**config.mk**
```make
export PLATFORM = sky130hd
export DESIGN_NAME = serial_frame_receiver
export DESIGN_NICKNAME = d
export VERILOG_FILES = /design/src/rtl/serial_frame_receiver.sv
export SDC_FILE = /design/constraint.sdc
export NUM_CORES = 1
export LEC_CHECK = 0
export ABC_AREA = 1
export CAP_MARGIN = 10
export CORE_MARGIN = 8
export CORE_UTILIZATION = 50
export DETAILED_ROUTE_END_ITERATION = 8
export GPL_TIMING_DRIVEN = 1
export PLACE_DENSITY = 0.76
export SLEW_MARGIN = 20
export SYNTH_ARGS = -nofsm -noshare
export SYNTH_HDL_FRONTEND = slang
export SYNTH_SLANG_ARGS = --single-unit
export TNS_END_PERCENT = 5
```
**constraint.sdc**
```tcl
create_clock -name clk -period 2.7 [get_ports clk]
set_input_delay 0.27 -clock clk [delete_from_list [all_inputs] [get_ports clk]]
set_output_delay 0.27 -clock clk [all_outputs]
set_load 0.01 [all_outputs]
```
**src/rtl/serial_frame_receiver.sv**
```systemverilog
// Serial-in, parallel-out frame receiver: start(0), WIDTH data bits LSB first, stop(1).
// Received words are delivered on a registered output with a valid/ready handshake.
module serial_frame_receiver #(
    parameter int unsigned WIDTH = 5
) (
    input  logic             clk,
    input  logic             rst,
    input  logic             sin,
    input  logic             bit_en,
    input  logic             clr_ovr,
    output logic [WIDTH-1:0] dout,
    output logic             dout_valid,
    input  logic             dout_ready,
    output logic             frame_err,
    output logic             overrun,
    output logic             busy
);

    localparam int unsigned CW = $clog2(WIDTH + 1);

    typedef enum logic [1:0] {
        IDLE      = 2'd0,
        DATA      = 2'd1,
        STOP      = 2'd2,
        WAIT_IDLE = 2'd3
    } state_t;

    state_t           state_q, state_d;
    logic [CW-1:0]    count_q, count_d;
    logic [WIDTH-1:0] shift_q, shift_d;
    logic [WIDTH-1:0] dout_q, dout_d;
    logic             dout_valid_q, dout_valid_d;
    logic             frame_err_q, frame_err_d;
    logic             overrun_q, overrun_d;
    logic             busy_q, busy_d;
    logic             word_done;

    // Next-state, datapath and handshake logic
    always_comb begin
        state_d      = state_q;
        count_d      = count_q;
        shift_d      = shift_q;
        dout_d       = dout_q;
        dout_valid_d = dout_valid_q;
        frame_err_d  = 1'b0;
        overrun_d    = overrun_q;
        word_done    = 1'b0;

        if (bit_en) begin
            unique case (state_q)
                IDLE: begin
                    if (!sin) begin
                        state_d = DATA;
                        count_d = '0;
                    end
                end
                DATA: begin
                    shift_d[count_q] = sin;
                    count_d          = count_q + CW'(1);
                    if (count_q == CW'(WIDTH - 1)) begin
                        state_d = STOP;
                    end
                end
                STOP: begin
                    if (sin) begin
                        word_done = 1'b1;
                        state_d   = IDLE;
                    end else begin
                        frame_err_d = 1'b1;
                        state_d     = WAIT_IDLE;
                    end
                end
                WAIT_IDLE: begin
                    if (sin) begin
                        state_d = IDLE;
                    end
                end
                default: state_d = IDLE;
            endcase
        end

        // A completing word is taken if the output slot is empty or being drained this edge
        if (word_done) begin
            if (!dout_valid_q || dout_ready) begin
                dout_d       = shift_q;
                dout_valid_d = 1'b1;
            end else begin
                overrun_d = 1'b1;
            end
        end else if (dout_valid_q && dout_ready) begin
            dout_valid_d = 1'b0;
        end

        // Set has priority over clear
        if (clr_ovr && !(word_done && dout_valid_q && !dout_ready)) begin
            overrun_d = 1'b0;
        end

        busy_d = (state_d != IDLE);
    end

    always_ff @(posedge clk or posedge rst) begin
        if (rst) begin
            state_q      <= IDLE;
            count_q      <= '0;
            shift_q      <= '0;
            dout_q       <= '0;
            dout_valid_q <= 1'b0;
            frame_err_q  <= 1'b0;
            overrun_q    <= 1'b0;
            busy_q       <= 1'b0;
        end else begin
            state_q      <= state_d;
            count_q      <= count_d;
            shift_q      <= shift_d;
            dout_q       <= dout_d;
            dout_valid_q <= dout_valid_d;
            frame_err_q  <= frame_err_d;
            overrun_q    <= overrun_d;
            busy_q       <= busy_d;
        end
    end

    assign dout       = dout_q;
    assign dout_valid = dout_valid_q;
    assign frame_err  = frame_err_q;
    assign overrun    = overrun_q;
    assign busy       = busy_q;

endmodule
```
==> metrics.md <==
| Metric | Value |
|---|---|
| Run status | `finished, final reports clean` |
| Vias after detailed routing | `662` |
| Pleak | `0.529 nW` |
| DRT antenna net count | `0` |
| Top-area cell type share of the netlist area | `0.538` |
| H-tree levels | `1` |
| CP startpoint kind | `flop` |
| Ys flop type | `dfrtp_1` |
| Avg WL per Cell | `11.0 microns` |
| RSZ-0062 raised after global routing | `false` |
| Fill count | `165` |
| Slew at the pin closest to its max-slew limit | `0.711 ns` |
| Antenna violations before repair | `0` |
| Syn_nets | `112` |
| Core area | `0.00169 sq mm` |
| Final hold vios | `0` |
| # DRC | `0` |
| Critical Path AT | `1.21 ns` |
| DIE HEIGHT | `58.0 microns` |
| Initial Util | `0.523` |
| Mapped Area | `883 sq um` |
| CTS hold repair buffers | `0` |
| Setup WS post-layout | `1.22 ns` |
| CP top delay family | `buffers and inverters` |
| R2R Path Start | `count_q[0]` |
| Total Power | `981 uW` |
| # diodes | `0` |
| FFs w/ async S/R, synth | `1.00` |
| Largest net degree at the start of global routing | `20` |
| Setup Buffers After CTS | `0` |
| # setup viols final | `0` |
| R2R Path End | `busy` |
| Post-synth EDFFs | `0` |
| Row Count | `15` |
| Critical Path RT | `2.43 ns` |
| Area Overhead vs Synth | `20.0%` |
| Total Routing Usage GR | `0.106` |
| Maximum clock insertion buffer count | `2` |
| Global-route wire length before repair | `2760 microns` |
| Sink Count | `19` |
| IO Count | `15` |
| Top cells by area, synth | `dfrtp_1 (54%), nand2_1 (10%), inv_1 (5.9%)` |
| Mean post-synth cell area | `8.49 sq um` |
| Post-place setup slack | `1.18 ns` |
| Cts repair resizes | `0` |
| Largest area contributor in the synthesized netlist | `dfrtp_1` |
| Critical path cell sequence | `clkdlybuf4s50_1` |
| Post-synthesis sequential area ratio | `0.538` |
| Count of max-cap constraint violations | `0` |
| Initial DRC count | `12` |
| CP max-delay cell | `clkdlybuf4s50_1` |
| CP endpoint kind | `output pin` |
| CTS root buf | `clkbuf_4` |
| Total CTS buffers | `3` |
| Yosys warns | `0` |
| Worst Reg-to-Reg Cells | `6` |
| Max VDD drop | `0.582 mV` |
| PortBufs | `14` |
| Layout cells sized above 1 | `0.117` |
| Synthesized instance count | `104` |
| Buf/Inv on CP | `1` |
| Critical Path Max Stage Delay | `0.55 ns` |
| Final period util | `0.548` |
| Vias in the first global route | `652` |
| Pwr/cell area | `926 mW/mm^2` |
| Count of state elements after synthesis | `19` |
| Fmax | `675 MHz` |
| DRT Wirelength | `1500 microns` |
| Worst Skew | `0.000957 ns` |
| GPL Wtd Cong | `0.766` |
| Reg clk slew, reported paths | `0.10 ns` |
| Final-report max-slew violation count | `0` |
| Vias per inst | `4.83` |
| Die width | `58.0 microns` |
| First-pass DRT Iterations | `4` |
| Final nets | `129` |
| Post-Route Setup TNS | `0 ns` |
| Die area | `0.00337 sq mm` |
| Setup slack, reg-to-reg | `1.48 ns` |
| CTS tree | `done` |
| HP Class | `in2async` |
| Hold_ws | `0.392 ns` |
| Crit path from | `dout_valid` |
| Critical path type | `reg2out` |
| Overflow after GRT | `0` |
| Synth unique cells | `20` |
| Slew margin rel. | `0.525` |
| Worst-path maximum fanout | `2` |
| Worst-Skew Late Latency | `0.29 ns` |
| Hpwl dp | `1150 microns` |
| Tmin final | `1.48 ns` |
-- area by class of cell --
cell class                      instances  area (sq um)  share of cell area
Sequential cell                        19           475               0.449
Clock buffer                            3          22.5              0.0213
Tap cell                               17          21.3              0.0201
Multi-Input combinational cell         65           328               0.309
Timing Repair Buffer                   14           140               0.132
Inverter                               18          67.6              0.0638
Clock inverter                          1          5.00             0.00472
-- stage by stage --
| stage | util | area [sq um] | cells |
|---|---|---|---|
| after floorplan | - | 883 | 104 |
| after global placement | 0.611 | 1030 | 133 |
| after detailed placement | 0.611 | 1030 | 133 |
| after CTS | 0.627 | 1060 | 137 |
| after global routing | 0.627 | 1060 | 137 |
| final | 0.627 | 1060 | 137 |
-- state kept, by name, indices dropped and copies added, names as in the netlist --
register	cells
count_q	3
overrun	1
dout	5
shift_q	5
state_q	2
frame_err	1
busy	1
dout_valid	1
-- kinds of logic (layout without fill, tap and decap cells) --
| logic type | count (synthesis) | after routing | share of synthesized area |
|---|---|---|---|
| xor gates and xnor gates | 1 | 1 | 0.00992 |
| DFF | 19 | 19 | 0.538 |
| AOI/OAI and AO/OA | 13 | 13 | 0.0793 |
| buffers and inverters | 20 | 36 | 0.0906 |
| and+or+nand+nor | 49 | 49 | 0.254 |
| adders and majority gates | 2 | 2 | 0.0283 |
-- worst max path at each step --
| stage | to | slack (ns) | cells after the start |
|---|---|---|---|
| global placement | dout[1] | 1.20 | 6 |
| CTS | dout_valid | 1.21 | 1 |
| floorplan | busy | 1.64 | 6 |
| finish | dout_valid | 1.22 | 1 |
| detailed placement | dout[4] | 1.18 | 6 |
| global route | dout[3] | 1.16 | 1 |
-- report_power, final --
group | switching, mW | leakage [nW] | internal (mW)
clock network | 0.0863 | 0.0177 | 0.0551
registers | 0.0690 | 0.237 | 0.393
logic | 0.203 | 0.274 | 0.175
total | 0.358 | 0.529 | 0.623
-- routing by layer --
metal	vias to the layer above	GRT usage	wire length (microns)
li1	353	-	-
met1	297	0.123	713
met2	10	0.167	714
met3	2	0.0397	63
met4	0	0.0524	10
met5	-	0	0
-- placed cells by master, fill, tap and decap left out, drive strengths merged --
| cell | synthesis | routed |
|---|---|---|
| clkinv | 0 | 1 |
| nand4 | 1 | 1 |
| o22ai | 1 | 1 |
| a21oi | 1 | 1 |
| nor2 | 12 | 12 |
| nand2 | 27 | 27 |
| or2 | 1 | 1 |
| clkdlybuf4s50 | 0 | 14 |
| o21ai | 11 | 11 |
| nand3 | 8 | 8 |
| dfrtp | 19 | 19 |
| ha | 2 | 2 |
| clkbuf | 0 | 3 |
| xor2 | 1 | 1 |
| inv | 18 | 18 |
-- cells in the mapped netlist (2+ instances only) --
cell type  instances
ha_1               2
nand2_1           24
dfrtp_1           19
o21ai_0            5
nor2_1            11
inv_2              4
o21ai_1            6
nand3_1            7
inv_1             14
nand2_2            2
No activity file was read; power rests on OpenSTA's default activity.
